## config.mk

```make
export PLATFORM = sky130hd
export DESIGN_NAME = pipe_hazard_ctrl_flat
export DESIGN_NICKNAME = d
export VERILOG_FILES = /design/src/rtl/pipe_hazard_if.sv /design/src/rtl/pipe_hazard_ctrl.sv /design/src/flat_wrapper.sv
export SDC_FILE = /design/constraint.sdc
export NUM_CORES = 1
export LEC_CHECK = 0
export BUFFER_PORTS_ARGS = -buffer_cell sky130_fd_sc_hd__buf_2
export CORE_AREA = 2 2 93 95
export CTS_CLUSTER_DIAMETER = 50
export DETAILED_ROUTE_END_ITERATION = 7
export DIE_AREA = 0 0 95 97
export PLACE_DENSITY_LB_ADDON = 0.1
export SLEW_MARGIN = 20
export SYNTH_ARGS = -nofsm -noshare
export SYNTH_HDL_FRONTEND = slang
export SYNTH_SLANG_ARGS = --single-unit
```

## constraint.sdc

```tcl
create_clock -name clk -period 5.5 [get_ports clk]
set_input_delay 0.825 -clock clk [delete_from_list [all_inputs] [get_ports clk]]
set_output_delay 0.825 -clock clk [all_outputs]
set_load 0.02 [all_outputs]
```

## src/rtl/pipe_hazard_if.sv

```systemverilog
// rtl/pipe_hazard_if.sv - ID/EX hazard bus between the pipeline datapath and the hazard controller
interface pipe_hazard_if #(
    parameter int REG_ADDR_W = 5,
    parameter int CNT_W      = 16
);
    logic                  id_valid;
    logic [REG_ADDR_W-1:0] id_rs1;
    logic [REG_ADDR_W-1:0] id_rs2;
    logic                  id_use_rs1;
    logic                  id_use_rs2;
    logic [REG_ADDR_W-1:0] id_rd;
    logic                  id_reg_write;
    logic                  id_mem_read;
    logic                  ex_busy;
    logic                  ex_branch_taken;
    logic                  stall_if;
    logic                  stall_id;
    logic                  flush_id;
    logic [1:0]            fwd_a_sel;
    logic [1:0]            fwd_b_sel;
    logic                  ex_valid;
    logic                  mem_valid;
    logic                  wb_valid;
    logic [CNT_W-1:0]      stall_cycles;
    logic [CNT_W-1:0]      flush_count;

    // Datapath side: presents the ID instruction and EX status, consumes control.
    modport master (
        output id_valid, id_rs1, id_rs2, id_use_rs1, id_use_rs2, id_rd,
               id_reg_write, id_mem_read, ex_busy, ex_branch_taken,
        input  stall_if, stall_id, flush_id, fwd_a_sel, fwd_b_sel,
               ex_valid, mem_valid, wb_valid, stall_cycles, flush_count
    );

    // Controller side.
    modport slave (
        input  id_valid, id_rs1, id_rs2, id_use_rs1, id_use_rs2, id_rd,
               id_reg_write, id_mem_read, ex_busy, ex_branch_taken,
        output stall_if, stall_id, flush_id, fwd_a_sel, fwd_b_sel,
               ex_valid, mem_valid, wb_valid, stall_cycles, flush_count
    );
endinterface

```

## src/rtl/pipe_hazard_ctrl.sv

```systemverilog
// rtl/pipe_hazard_ctrl.sv - 5-stage pipeline hazard, stall/flush and forwarding controller
module pipe_hazard_ctrl #(
    parameter int REG_ADDR_W     = 5,
    parameter int LOAD_USE_STALL = 1,
    parameter int FWD_ENABLE     = 1,
    parameter int CNT_W          = 16
) (
    input logic         clk,
    input logic         reset,
    pipe_hazard_if.slave bus
);
    localparam bit LOAD_FROM_WB_ONLY = (LOAD_USE_STALL == 2);
    localparam bit FWD_ON            = (FWD_ENABLE != 0);

    typedef struct packed {
        logic                  valid;
        logic [REG_ADDR_W-1:0] rd;
        logic                  reg_write;
        logic                  mem_read;
    } sb_t;

    sb_t              ex_q, mem_q, wb_q;
    logic [1:0]       fwd_a_q, fwd_b_q;
    logic [CNT_W-1:0] stall_cnt_q, flush_cnt_q;

    logic       m_ex_a, m_ex_b, m_mem_a, m_mem_b;
    logic       load_hz, raw_hz, hz, taken, stall, issue;
    logic [1:0] fwd_a_nxt, fwd_b_nxt;

    // x0 is hardwired, so it never carries a dependency.
    function automatic logic src_match(input sb_t s, input logic [REG_ADDR_W-1:0] rs,
                                       input logic use_rs);
        return use_rs & s.valid & s.reg_write & (rs != '0) & (s.rd == rs);
    endfunction

    // Hazard detection, branch priority and next forwarding selects for the ID instruction.
    always_comb begin
        m_ex_a  = src_match(ex_q,  bus.id_rs1, bus.id_use_rs1);
        m_ex_b  = src_match(ex_q,  bus.id_rs2, bus.id_use_rs2);
        m_mem_a = src_match(mem_q, bus.id_rs1, bus.id_use_rs1);
        m_mem_b = src_match(mem_q, bus.id_rs2, bus.id_use_rs2);

        load_hz = ((m_ex_a | m_ex_b) & ex_q.mem_read)
                | (LOAD_FROM_WB_ONLY & (m_mem_a | m_mem_b) & mem_q.mem_read);
        // Without forwarding the consumer waits until the producer sits in WB,
        // where the register file's write-before-read bypass covers it.
        raw_hz  = !FWD_ON & (m_ex_a | m_ex_b | m_mem_a | m_mem_b);
        hz      = bus.id_valid & (load_hz | raw_hz);

        // A taken branch kills the ID instruction, so it overrides any hazard stall.
        taken   = !reset & bus.ex_branch_taken & !bus.ex_busy & ex_q.valid;
        stall   = !reset & (bus.ex_busy | (hz & !taken));
        issue   = bus.id_valid & !hz & !taken;

        // Nearest producer wins: EX/MEM result is younger than MEM/WB.
        fwd_a_nxt = 2'b00;
        fwd_b_nxt = 2'b00;
        if (FWD_ON) begin
            if (m_ex_a)       fwd_a_nxt = 2'b01;
            else if (m_mem_a) fwd_a_nxt = 2'b10;
            if (m_ex_b)       fwd_b_nxt = 2'b01;
            else if (m_mem_b) fwd_b_nxt = 2'b10;
        end
    end

    // Scoreboard advance; a busy EX keeps its instruction and selects and sends a bubble to MEM.
    always_ff @(posedge clk) begin
        if (reset) begin
            ex_q    <= '0;
            mem_q   <= '0;
            wb_q    <= '0;
            fwd_a_q <= 2'b00;
            fwd_b_q <= 2'b00;
        end else if (bus.ex_busy) begin
            mem_q   <= '0;
            wb_q    <= mem_q;
        end else begin
            wb_q    <= mem_q;
            mem_q   <= ex_q;
            if (issue) begin
                ex_q    <= '{valid: 1'b1, rd: bus.id_rd, reg_write: bus.id_reg_write,
                             mem_read: bus.id_mem_read};
                fwd_a_q <= fwd_a_nxt;
                fwd_b_q <= fwd_b_nxt;
            end else begin
                ex_q    <= '0;
                fwd_a_q <= 2'b00;
                fwd_b_q <= 2'b00;
            end
        end
    end

    // Saturating performance counters for stall cycles and accepted taken branches.
    always_ff @(posedge clk) begin
        if (reset) begin
            stall_cnt_q <= '0;
            flush_cnt_q <= '0;
        end else begin
            if (stall && (stall_cnt_q != '1)) stall_cnt_q <= stall_cnt_q + 1'b1;
            if (taken && (flush_cnt_q != '1)) flush_cnt_q <= flush_cnt_q + 1'b1;
        end
    end

    assign bus.stall_if     = stall;
    assign bus.stall_id     = stall;
    assign bus.flush_id     = taken;
    assign bus.fwd_a_sel    = fwd_a_q;
    assign bus.fwd_b_sel    = fwd_b_q;
    assign bus.ex_valid     = ex_q.valid;
    assign bus.mem_valid    = mem_q.valid;
    assign bus.wb_valid     = wb_q.valid;
    assign bus.stall_cycles = stall_cnt_q;
    assign bus.flush_count  = flush_cnt_q;
endmodule

```

## src/flat_wrapper.sv

```systemverilog
// flat-port wrapper written by rule: the top's interface ports become plain ports
module pipe_hazard_ctrl_flat 
#(
    parameter int REG_ADDR_W     = 5,
    parameter int LOAD_USE_STALL = 1,
    parameter int FWD_ENABLE     = 1,
    parameter int CNT_W          = 16
)
  (clk, reset, bus_id_valid, bus_id_rs1, bus_id_rs2, bus_id_use_rs1, bus_id_use_rs2, bus_id_rd, bus_id_reg_write, bus_id_mem_read, bus_ex_busy, bus_ex_branch_taken, bus_stall_if, bus_stall_id, bus_flush_id, bus_fwd_a_sel, bus_fwd_b_sel, bus_ex_valid, bus_mem_valid, bus_wb_valid, bus_stall_cycles, bus_flush_count);
  pipe_hazard_if #(.REG_ADDR_W(REG_ADDR_W), .CNT_W(CNT_W)) bus_i ();
  input logic clk;
  input logic reset;
  input wire logic [$bits(bus_i.id_valid)-1:0] bus_id_valid;
  input wire logic [$bits(bus_i.id_rs1)-1:0] bus_id_rs1;
  input wire logic [$bits(bus_i.id_rs2)-1:0] bus_id_rs2;
  input wire logic [$bits(bus_i.id_use_rs1)-1:0] bus_id_use_rs1;
  input wire logic [$bits(bus_i.id_use_rs2)-1:0] bus_id_use_rs2;
  input wire logic [$bits(bus_i.id_rd)-1:0] bus_id_rd;
  input wire logic [$bits(bus_i.id_reg_write)-1:0] bus_id_reg_write;
  input wire logic [$bits(bus_i.id_mem_read)-1:0] bus_id_mem_read;
  input wire logic [$bits(bus_i.ex_busy)-1:0] bus_ex_busy;
  input wire logic [$bits(bus_i.ex_branch_taken)-1:0] bus_ex_branch_taken;
  output wire logic [$bits(bus_i.stall_if)-1:0] bus_stall_if;
  output wire logic [$bits(bus_i.stall_id)-1:0] bus_stall_id;
  output wire logic [$bits(bus_i.flush_id)-1:0] bus_flush_id;
  output wire logic [$bits(bus_i.fwd_a_sel)-1:0] bus_fwd_a_sel;
  output wire logic [$bits(bus_i.fwd_b_sel)-1:0] bus_fwd_b_sel;
  output wire logic [$bits(bus_i.ex_valid)-1:0] bus_ex_valid;
  output wire logic [$bits(bus_i.mem_valid)-1:0] bus_mem_valid;
  output wire logic [$bits(bus_i.wb_valid)-1:0] bus_wb_valid;
  output wire logic [$bits(bus_i.stall_cycles)-1:0] bus_stall_cycles;
  output wire logic [$bits(bus_i.flush_count)-1:0] bus_flush_count;
  assign bus_i.id_valid = bus_id_valid;
  assign bus_i.id_rs1 = bus_id_rs1;
  assign bus_i.id_rs2 = bus_id_rs2;
  assign bus_i.id_use_rs1 = bus_id_use_rs1;
  assign bus_i.id_use_rs2 = bus_id_use_rs2;
  assign bus_i.id_rd = bus_id_rd;
  assign bus_i.id_reg_write = bus_id_reg_write;
  assign bus_i.id_mem_read = bus_id_mem_read;
  assign bus_i.ex_busy = bus_ex_busy;
  assign bus_i.ex_branch_taken = bus_ex_branch_taken;
  assign bus_stall_if = bus_i.stall_if;
  assign bus_stall_id = bus_i.stall_id;
  assign bus_flush_id = bus_i.flush_id;
  assign bus_fwd_a_sel = bus_i.fwd_a_sel;
  assign bus_fwd_b_sel = bus_i.fwd_b_sel;
  assign bus_ex_valid = bus_i.ex_valid;
  assign bus_mem_valid = bus_i.mem_valid;
  assign bus_wb_valid = bus_i.wb_valid;
  assign bus_stall_cycles = bus_i.stall_cycles;
  assign bus_flush_count = bus_i.flush_count;
  pipe_hazard_ctrl #(.REG_ADDR_W(REG_ADDR_W), .LOAD_USE_STALL(LOAD_USE_STALL), .FWD_ENABLE(FWD_ENABLE), .CNT_W(CNT_W)) u_core (.clk(clk), .reset(reset), .bus(bus_i));
endmodule
```

==> flow_summary.ini <==
[cts]
cts_hold_buf = 0
clk_path_buf_depth = 2
cts_resized = 0
postCtsSetupBuffers = 0
clock_latency_ps = 310
clk_pin_slew_ps = 90
h-tree-depth = 2
numCtsBuffers = 5
cts_tree = done
cts_root_buf = clkbuf_8
clock-sinks = 52

[grt]
grt_pass1_vias = 2314
track_usage_pct = 15.15
grt_max_degree = 61
grt_pass1_wl_mm = 11.24
antenna_found_initial = 0
grt_overflow = 0

[pwr]
powerDensity_mw_per_mm2 = 217.0
ir_drop_v = 0.00009917
power_leakage_uw = 0.001342

[setup_path]
ff2ff_path_depth = 6
rrSetupSlack_ps = 2970
worstPathRequired_ps = 4680
crit_chain = buf_2, buf_4, nand4bb_4, and2_1, o211ai_2, a21oi_1, buf_2
crit_path_end_kind = output port
critPathLaunchType = input port
crit_family = buffers and inverters
critical_path_buf_inv_count = 3
reg2reg_from = u_core.ex_q[2]$_SDFFE_PP0N_
cp_slowest_cell = buf_4
r2r_end = u_core.bus.stall_cycles[2]$_SDFFE_PP0P_
cp_common_cell = buf_2
cp.arrival_ps = 2480
cp.depth = 7
cp_max_fo = 60
cpPeakStageDelay_ps = 480
worst-setup-path-type = input port to output port

[yosys]
synth_ff_type = dfxtp_1
synth_cells = 313
seq_area_frac_synth_pct = 37.08
ys_seq_elements = 52
syn-cell-area_sq_mm = 0.002808
ys_async_sr_fraction_pct = 0
syn_nets = 339
synth_edf_count = 0
yosys_warnings = 0
postSynthAreaPerCell_sq_um = 8.970
synth_cell_type_count = 55

[final_layout]
nets = 397
regArea_sq_mm = 0.001041
diodes = 0
multi_input_area_sq_mm = 0.001669
fillers = 834
fin_cells = 477
syn_to_final_growth_pct = 17.60
drive_gt1_share_pct = 29.30
finish.utilization_pct = 40.59

[placed_design]
hpwlAfterDp_mm = 4.920
io_buffers = 65
dpl_worst_slack_ps = 2162
placedCellCount = 469
globalplace.congestion = 0.7970

[sta]
finalSetupViolCount = 0
skew_ps = 6.064
finalCriticalPeriod_ps = 3306
timing.hold.ws_ps = 470.7
slew_violations = 0
period_share_pct = 60.10
tns_ps = 0
worst_pin_slew_ps = 809.4
hold_violations = 0
max_freq_ghz = 0.3025
relSlewSlack_pct = 45.68
rsz0062_at_grt = no
setup_ws_ps = 2194

[detailed_routing]
drcViolationCount = 0
avgRoutedWirePerCell_microns = 14.35
ant_nets = 0
firstDrtPassIters = 4
vias_per_cell = 5.088
drt-initial-drc-count = 108
dr_total_vias = 2427
wl_mm = 6.845

[worst_hold_path]
min_from = u_core.bus.fwd_a_sel[1]$_SDFFE_PP0N_
hold_depth = 2
hp-class = flip-flop to flip-flop
hold_end = u_core.bus.fwd_a_sel[1]$_SDFFE_PP0N_

[floorplanning]
core_area_sq_mm = 0.008134
die_w_microns = 95
dieArea_sq_mm = 0.009215
start_util_pct = 34.52
fp.dieH_microns = 97
num_rows = 33
ios = 66

[status]
status = finished, final reports clean

[job]
maxCapViolations = 0
## state kept, by name (all words and copies together), names as in the netlist
| name | cells |
|---|---|
| u_core.bus.wb_valid | 1 |
| u_core.ex_q | 7 |
| u_core.bus.mem_valid | 1 |
| u_core.bus.flush_count | 16 |
| u_core.bus.fwd_b_sel | 2 |
| u_core.mem_q | 6 |
| u_core.bus.fwd_a_sel | 2 |
| u_core.bus.stall_cycles | 16 |
| u_core.bus.ex_valid | 1 |
## cell usage in the layout (no fill, tap or decap), types with 2 or more instances in the layout
cell type / netlist / layout
buf_2: 1 / 65
dfxtp_1: 52 / 52
nor2_1: 42 / 42
xnor2_1: 20 / 20
nand2_1: 19 / 19
nand3_1: 13 / 13
nand4_1: 13 / 13
xor2_1: 13 / 13
nor2b_1: 12 / 12
and2_1: 11 / 11
a21oi_1: 9 / 9
a32oi_1: 9 / 9
nor3_1: 9 / 9
and3_1: 7 / 7
mux2_4: 7 / 7
a21oi_2: 6 / 6
mux2_2: 5 / 5
clkbuf_8: 0 / 5
and4_1: 4 / 4
inv_1: 3 / 3
o21ai_1: 4 / 3
or3_1: 3 / 3
clkinv_2: 1 / 2
nor4_2: 2 / 2
o211ai_2: 2 / 2
nor4_1: 2 / 2
a211oi_1: 2 / 2
a21boi_0: 2 / 2
o21ai_0: 2 / 2
ha_1: 2 / 2
## cell usage after synthesis, drive strengths merged, types with 2 or more instances
cell | count | area (sq um)
xnor2 | 20 | 175.2
o21ai | 6 | 30.03
a21oi | 15 | 97.59
clkbuf | 10 | 38.78
dfxtp | 52 | 1041
nand2 | 20 | 77.58
xor2 | 13 | 113.9
o211ai | 2 | 25.02
inv | 3 | 11.26
a21boi | 2 | 15.01
and2 | 11 | 68.82
nand4 | 14 | 93.84
nor4 | 4 | 37.53
or4 | 2 | 18.77
nor2 | 43 | 163.9
nand3 | 13 | 65.06
or3 | 3 | 18.77
nor2b | 12 | 75.07
and3 | 8 | 51.30
o21ba | 2 | 20.02
buf | 5 | 46.29
a32oi | 9 | 78.83
nor3 | 9 | 45.04
ha | 2 | 25.02
and4 | 5 | 46.29
a211oi | 2 | 15.01
mux2 | 12 | 161.4
## cell families (layout without fill, tap and decap cells)
logic type                 after synthesis  in the layout  synth area share [%]
muxes                                   13             13                 6.105
buffers and inverters                   19             78                 3.609
and+or+nand+nor                        147            147                 28.65
adders and majority gates                2              2                0.8911
DFF                                     52             52                 37.08
AOI/OAI and AO/OA                       47             47                 13.37
xor gates and xnor gates                33             33                 10.29
## routing by layer
layer  global-route usage, %  part of all wire, %  vias to the layer above
met2                   23.62                   46                       61
met4                   3.679                 0.98                        0
met3                   3.427                  5.3                        7
met5                       0                    0                        -
li1                        -                    -                     1226
met1                   21.12                   48                     1133
## power breakdown
group	switching (uW)	internal, uW
combinational	35.3	24.2
clock	133	135
sequential	8.46	381
total	177	540
## worst min-delay path: cells and delay by family, from the launching register on
family	cells	cell delay (ps)
and+or+nand+nor	1	60
DFF	1	320
AOI/OAI and AO/OA	1	50
## worst max-delay path by stage
stage	slack (ps)	from	end
6_report	2190	reset	bus_stall_id
5_1_grt	1980	reset	bus_stall_id
4_1_cts	2160	reset	bus_stall_id
3_5_place_dp	2160	reset	bus_stall_id
3_3_place_gp	2190	reset	bus_stall_id
2_1_floorplan	2460	bus_id_rs2[1]	bus_stall_if
## per-stage QoR
stage	power [uW]	area [sq um]
floorplan	435.3	2808
global placement	456.8	3187
detailed placement	457.4	3187
CTS	725.9	3298
global route	745.3	3302
finish	716.5	3302
## layout make-up
type	count	share of cell area (%)
timing repair buffer	66	10.08
sequential	52	31.53
multi-input combinational	242	50.55
tap	105	3.979
clock buffer	5	2.084
inverter	4	0.4926
clock inverter	3	1.288
Power figures use the tool's default switching activity.
